<file path="src/rtl/weight_bank_reader.sv">
// weight_bank_reader: walks a contiguous range of weight-bank rows and reads each
// row with one READ command. It unpacks each row into three signed weights,
// least-significant field first, and streams them to the MAC datapath.
//
// Handshake: weight_out/weight_last are meaningful while weight_valid=1. A weight
// is consumed at a rising edge where weight_valid && weight_ready. While valid is
// high and ready is low, valid, data and last hold their values.
`timescale 1ns/1ps
module weight_bank_reader #(
  parameter int Amba_Addr_Depth = 12,
  parameter int WeightPrecision = 5,
  parameter int WeightRowWidth  = 15
) (
  input  logic                              clock,
  input  logic                              reset,
  input  logic                              start,
  input  logic        [Amba_Addr_Depth:0]   base_addr,
  input  logic        [Amba_Addr_Depth:0]   num_rows,
  output logic                              busy,
  output logic                              done,
  output logic        [1:0]                 bank_control,
  output logic        [Amba_Addr_Depth:0]   bank_address,
  input  logic        [WeightRowWidth-1:0]  bank_ReadData,
  output logic signed [WeightPrecision-1:0] weight_out,
  output logic                              weight_valid,
  input  logic                              weight_ready,
  output logic                              weight_last,
  output logic        [2:0]                 state_dbg
);

  localparam int AW = Amba_Addr_Depth;
  localparam int W  = WeightPrecision;

  localparam logic [1:0]    CMD_IDLE  = 2'b00;
  localparam logic [1:0]    CMD_READ  = 2'b10;
  localparam logic [1:0]    LAST_SLOT = 2'd2;
  localparam logic [AW:0]   ROW_ZERO  = '0;
  localparam logic [AW:0]   ROW_ONE   = {{AW{1'b0}}, 1'b1};
  localparam logic [AW-1:0] LOW_ONE   = {{(AW-1){1'b0}}, 1'b1};

  typedef enum logic [2:0] {
    S_IDLE = 3'd0,
    S_REQ  = 3'd1,
    S_CAPT = 3'd2,
    S_EMIT = 3'd3,
    S_DONE = 3'd4
  } state_t;

  state_t                state_q, state_d;
  logic [AW:0]           addr_q, addr_d;
  logic [AW:0]           rows_left_q, rows_left_d;
  logic [1:0]            slot_q, slot_d;
  logic [WeightRowWidth-1:0] row_q, row_d;

  logic                  busy_d, done_d, weight_valid_d, weight_last_d;
  logic [1:0]            bank_control_d;
  logic [AW:0]           bank_address_d;
  logic [W-1:0]          field;
  logic signed [W-1:0]   weight_out_d;
  logic                  handshake;

  assign handshake = weight_valid && weight_ready;
  assign state_dbg = state_q;

  // Next-state and datapath update: sequencing of rows and slots.
  always_comb begin
    state_d     = state_q;
    addr_d      = addr_q;
    rows_left_d = rows_left_q;
    slot_d      = slot_q;
    row_d       = row_q;
    case (state_q)
      S_IDLE: begin
        if (start) begin
          addr_d      = base_addr;
          rows_left_d = num_rows;
          state_d     = (num_rows == ROW_ZERO) ? S_DONE : S_REQ;
        end
      end
      S_REQ:  state_d = S_CAPT;
      S_CAPT: begin
        row_d   = bank_ReadData;
        slot_d  = 2'd0;
        state_d = S_EMIT;
      end
      S_EMIT: begin
        if (handshake) begin
          if (slot_q != LAST_SLOT) begin
            slot_d = slot_q + 2'd1;
          end else begin
            rows_left_d = rows_left_q - ROW_ONE;
            if (rows_left_q == ROW_ONE) begin
              state_d = S_DONE;
            end else begin
              // Low bits wrap at the bank depth; the top bit rides along unchanged.
              addr_d  = {addr_q[AW], addr_q[AW-1:0] + LOW_ONE};
              state_d = S_REQ;
            end
          end
        end
      end
      S_DONE:  state_d = S_IDLE;
      default: state_d = S_IDLE;
    endcase
  end

  // Output values for the coming cycle, derived from the next state so that every output is a flop.
  always_comb begin
    busy_d         = (state_d == S_REQ) || (state_d == S_CAPT) || (state_d == S_EMIT);
    done_d         = (state_d == S_DONE);
    bank_control_d = (state_d == S_REQ) ? CMD_READ : CMD_IDLE;
    bank_address_d = (state_d == S_REQ) ? addr_d : bank_address;
    weight_valid_d = (state_d == S_EMIT);
    weight_last_d  = weight_valid_d && (slot_d == LAST_SLOT) && (rows_left_d == ROW_ONE);
    field          = '0;
    case (slot_d)
      2'd0:    field = row_d[W-1:0];
      2'd1:    field = row_d[2*W-1:W];
      default: field = row_d[3*W-1:2*W];
    endcase
    weight_out_d = weight_valid_d ? field : '0;
  end

  // State and datapath registers.
  always_ff @(posedge clock or negedge reset) begin
    if (!reset) begin
      state_q     <= S_IDLE;
      addr_q      <= '0;
      rows_left_q <= '0;
      slot_q      <= '0;
      row_q       <= '0;
    end else begin
      state_q     <= state_d;
      addr_q      <= addr_d;
      rows_left_q <= rows_left_d;
      slot_q      <= slot_d;
      row_q       <= row_d;
    end
  end

  // Registered outputs; reset clears them without waiting for a clock edge.
  always_ff @(posedge clock or negedge reset) begin
    if (!reset) begin
      busy         <= 1'b0;
      done         <= 1'b0;
      bank_control <= CMD_IDLE;
      bank_address <= '0;
      weight_out   <= '0;
      weight_valid <= 1'b0;
      weight_last  <= 1'b0;
    end else begin
      busy         <= busy_d;
      done         <= done_d;
      bank_control <= bank_control_d;
      bank_address <= bank_address_d;
      weight_out   <= weight_out_d;
      weight_valid <= weight_valid_d;
      weight_last  <= weight_last_d;
    end
  end

endmodule
</file>
<file path="config.mk">
export PLATFORM = sky130hd
export DESIGN_NAME = weight_bank_reader
export DESIGN_NICKNAME = d
export VERILOG_FILES = /design/src/rtl/weight_bank_reader.sv
export SDC_FILE = /design/constraint.sdc
export NUM_CORES = 1
export LEC_CHECK = 0
export BUFFER_PORTS_ARGS = -buffer_cell sky130_fd_sc_hd__buf_2
export CAP_MARGIN = 15
export CORE_MARGIN = 3
export CORE_UTILIZATION = 55
export CTS_CLUSTER_DIAMETER = 100
export DETAILED_ROUTE_END_ITERATION = 12
export PLACE_DENSITY = 0.8
export REMOVE_ABC_BUFFERS = 1
export SKIP_LAST_GASP = 1
export SLEW_MARGIN = 10
export SYNTH_ARGS = -nofsm -noshare
export SYNTH_HDL_FRONTEND = slang
export SYNTH_SLANG_ARGS = --single-unit
</file>
<file path="constraint.sdc">
create_clock -name clock -period 3.05 [get_ports clock]
set_input_delay 0.61 -clock clock [delete_from_list [all_inputs] [get_ports clock]]
set_output_delay 0.61 -clock clock [all_outputs]
set_load 0.02 [all_outputs]
</file>
* After elaboration in Yosys (flattened, before gate mapping)
Index checks and enable logic that the tools add are counted.
Operators by class: $add $sub $neg 3, equality and inequality tests 12, multiplexer cells 22, reduce and logical (&&, ||, !) cells 8
Operators by type and width (number):
- $mux 13 | 4
- $pmux 13 s2 | 2
- $mux 12 | 3
- $eq 13x1->1 const B | 2
- $mux 15 | 1
- $mux 3 | 5
- $logic_not 13->1 | 1
- $sub 13x1->13 const B | 1
- $add 12x1->12 const B | 1
- $eq 3x2->1 const B | 4
- $pmux 3 s4 | 1
- $pmux 5 s2 | 1
- $eq 3x1->1 const B | 2
- $mux 2 | 3
- $mux 5 | 1
- $pmux 2 s2 | 1
- $eq 3x3->1 const B | 1
- $logic_and 1x1->1 | 3
- $logic_not 3->1 | 1
- $add 2x1->2 const B | 1
- $eq 2x1->1 const B | 1
- $eq 2x2->1 const B | 1
- $logic_not 2->1 | 1
- $logic_or 1x1->1 | 2
- $ne 2x2->1 const B | 1
Storage, ports and cells: flip-flop bits (word level) 70, input bits 45, output and inout bits 27, logic and storage cells 57

* Longest topological paths before layout
word-level depth 8, gate-level depth with buffers 9

* Worst setup path before layout
No wires, ideal clock.
path kind register -> register, from register slot_q[0], to register bank_address[10], library setup time 0.125 ns, arrival 2.140 ns, data required time 2.925 ns, path slack 0.786 ns, stages on the path, launching flop included 9, path buffers 1, clock period less this slack 2.264 ns, cells stage by stage dfrtp_1 -> inv_1 -> ha_1 -> nand3_2 -> nor2_1 -> a211oi_1 -> a21oi_2 -> buf_4 -> mux2_2
Between the ends: longest elaborated chain between the ends 5, elaborated cells on any way between the ends 8, those cells by class 2 x eq/ne; 6 x mux
RTL lines:
- start: declaration | RTL line 52 | logic [1:0] slot_q, slot_d;
- start signal: assignment | RTL line 136 | slot_q <= slot_d;
- $ne 2x2->1 | RTL line 88 | if (slot_q != LAST_SLOT) begin
- $mux 3 | RTL line 88
- $mux 3 | RTL line 87 | if (handshake) begin
- $pmux 3 s4 | RTL line 72 | case (state_q)
- via state_d[1] | RTL line 49 | state_t state_q, state_d;
- $eq 3x1->1 | RTL line 112 | bank_address_d = (state_d == S_REQ) ? addr_d : bank_address;
- end signal: assignment | RTL line 155 | bank_address <= bank_address_d;
- end: declaration | RTL line 22 | output logic [Amba_Addr_Depth:0] bank_address,
The timed path passes the listed nets, and every way through them passes these cells. A chain may end at the register's enable or synchronous reset.

* Final worst setup path
from register state_q[0] (netlist: state_dbg[0]), to register bank_address[8]
Between the ends: longest elaborated chain between the ends 4, elaborated cells on any way between the ends 10, those cells by class 4 x eq/ne; 5 x mux; 1 x reduce/logical
RTL lines:
- start: declaration | RTL line 49
- start signal: assignment | RTL line 133 | state_q <= state_d;
- $mux 3 | RTL line 88
- $mux 3 | RTL line 87
- $pmux 3 s4 | RTL line 72
- $eq 3x1->1 | RTL line 112
Parallel ways exist; a longest one is shown, timed or not.

==> results_dict.tcl <==
set metrics [dict create \
    grt_first_pass_wirelength_mm 15.7 \
    grt_use_total_pct 26.9 \
    io_pins 72 \
    placementRows 28 \
    syn2layout_area_growth_pct 19.4 \
    rsz0062_at_grt "false" \
    synth_area_per_cell_sq_um 10.8 \
    tightest_slew_ps 875 \
    synth.most_common_cell "dfrtp_1" \
    synthTopCellsByCount "dfrtp_1 (69), nand2_1 (36), mux2_2 (26)" \
    max_slew_margin_pct 41.7 \
    grt_max_degree 27 \
    ctsLongestPathBuffers 2 \
    die_h_microns 86.7 \
    maxSlewViolCount 0 \
    synth_cell_type_count 59 \
    ys_ff_latch 69 \
    arrival_ps 2910 \
    place_congestion 0.832 \
    dieArea_sq_um 7510 \
    cts.sinks 69 \
    num_vias 3044 \
    grt_pass1_vias 3171 \
    nNetsFinal 455 \
    first_iter_violations 250 \
    drive_above_1_share_pct 33.2 \
    synthCells 330 \
    syn_area_sq_um 3580 \
    ant_nets 0 \
    switchingPower_mw 1.70 \
    vias_per_cell 6.28 \
    cts-hold-fix-buffers 0 \
    die_w_microns 86.7 \
    cts_htree_levels 3 \
    timing.fmax_mhz 373 \
    power.leakage_nw 1.91 \
    antenna_found_initial 0 \
    synth_edf_count 0 \
    insertion_delay_ps 350 \
    start_kind "flip-flop" \
    power_frac_comb_pct 39.4 \
    synth_area_leaders "dfrtp_1 (48%), mux2_2 (8.2%), nand2_1 (3.8%), nand3_1 (2.8%), a22oi_1 (2.5%)" \
    hpwl_mm 6.65 \
    min_period_over_period_pct 87.8 \
    cts_setup_buffers 0 \
    path_clk_slew_ps 70 \
    p_int_mw 2.71 \
    power_frac_seq_pct 37.4 \
    yosysSeqAreaShare_pct 48.3 \
    final-hold-violation-count 0 \
    placed_cell_area_sq_um 3990 \
    status "completed" \
    synth_top_area_share_pct 48.3 \
    drtPass1Iterations 7 \
    synth_area_leader_cell "dfrtp_1" \
    vdd_drop_max_v 0.000653 \
    power_density_nw_per_um2 1030 \
    cts-root-buf "clkbuf_8" \
    dp.cells 469 \
    cts-buffers-inserted 9 \
    synth_flop_cell "dfrtp_1" \
    cts.repair.resized 0 \
    overflow 0 \
    finalSetupTns_ps 0 \
    cp_max_fo 16 \
    fin_area_sq_um 4270 \
    stdcell_count 485 \
    core_area_sq_um 6100 \
    wl_per_cell_microns 19.1 \
    cts_tree "built" \
    end_kind "flip-flop" \
    worst-setup-path-type "reg2reg" \
    cp_data_required_time_ps 3280 \
    clockPowerShare_pct 23.2 \
    drc 0 \
    wirelength_mm 9.27 \
    yosys_warnings 0 \
    min_path_type "in2async" \
    diodes 0 \
    max-cap-violations 0 \
    ys_async_sr_fraction_pct 100 \
    finalSetupViolCount 0 \
    fin_worst_skew_ps 8.59 \
    switching_share_pct 38.5 \
    start_util_pct 58.7 \
    timing.final.crit_period_ps 2680 \
    place.port_buffers 70 \
]
## logic make-up after synthesis
| kind of cell | count (synthesis) | synth area share, % |
|---|---|---|
| simple gates | 131 | 21.6 |
| mux | 28 | 8.74 |
| compound gates | 67 | 14.5 |
| fa+ha+maj | 5 | 1.75 |
| flops | 69 | 48.3 |
| xor+xnor | 6 | 1.47 |
| buf+inv | 23 | 3.60 |
| other cells | 1 | 0.105 |
## final timing paths
check                                  end  slack (ps)     startpoint  cells past startpoint
setup / recovery           bank_address[8]         370   state_dbg[0]                      4
hold / removal              rows_left_q[8]         270          reset                      1
setup reg to reg           bank_address[8]         370   state_dbg[0]                      4
hold reg to reg                 addr_q[12]         490     addr_q[12]                      2
max in group asynchronous             busy        2010          reset                      2
min in group clock              addr_q[12]         490  base_addr[12]                      3
## per-layer routing
layer	share of wire [%]	up-vias	global-route usage, %
met2	49	132	42.1
met1	43	1480	36.3
met4	2.0	0	11.0
met5	0	-	0
li1	-	1409	-
met3	6.6	23	5.80
## cells in the final DEF (no fill, tap or decap), drive strengths merged, types with 4 or more instances in the layout
master,count
a22oi,12
nor3,8
nand2,36
o311ai,6
ha,5
and3,5
nand3,22
bufinv,4
o221ai,6
a311oi,5
a21oi,4
nor4b,7
nor4,7
o211ai,9
dfrtp,69
nor2,15
buf,79
clkbuf,11
o21ai,8
inv,9
or3,5
nand4,8
mux2,26
## registers in the layout, indices dropped and copies added (netlist names), 2 cells and up
name and cells:
addr_q 13, bank_address 13, row_q 15, rows_left_q 13, slot_q 2, state_dbg 3
weight_out 5
## cell type report
| cell class | count | area (sq um) |
|---|---|---|
| clock buffer | 11 | 151 |
| timing repair buffer | 79 | 418 |
| multi-input combinational | 238 | 1720 |
| sequential | 69 | 1730 |
| tap | 75 | 93.8 |
| fill | 463 | 1820 |
| inverter | 8 | 30.0 |
| clock inverter | 5 | 129 |
## per-stage QoR
| stage | utilization (%) | worst slack, ps | hold slack, ps | total power [mW] |
|---|---|---|---|---|
| 6_report | 70.1 | 371 | 265 | 4.40 |
| 2_1_floorplan | - | 381 | 314 | 2.80 |
| 4_1_cts | 70.1 | 363 | 267 | 4.40 |
| 5_1_grt | 70.1 | 122 | 299 | 4.68 |
| 3_3_place_gp | 65.5 | 461 | 458 | 3.30 |
| 3_5_place_dp | 65.5 | 376 | 485 | 3.36 |
## power by group through the flow
stage | clock (mW) | sequential [mW] | combinational, mW
final | 1.02 | 1.64 | 1.73
after global routing | 1.08 | 1.70 | 1.91
after CTS | 1.04 | 1.63 | 1.73
after detailed placement | 0 | 1.65 | 1.71
after global placement | 0 | 1.62 | 1.68
after floorplan | 0 | 1.73 | 1.06
## worst max-delay path, cell delays in order, from the launching register on
cell and delay [ps]:
dfrtp_1 590, nor4b_4 640, a21oi_1 190, a21oi_2 710, mux2_2 420
(Power assumes the default switching activity.)
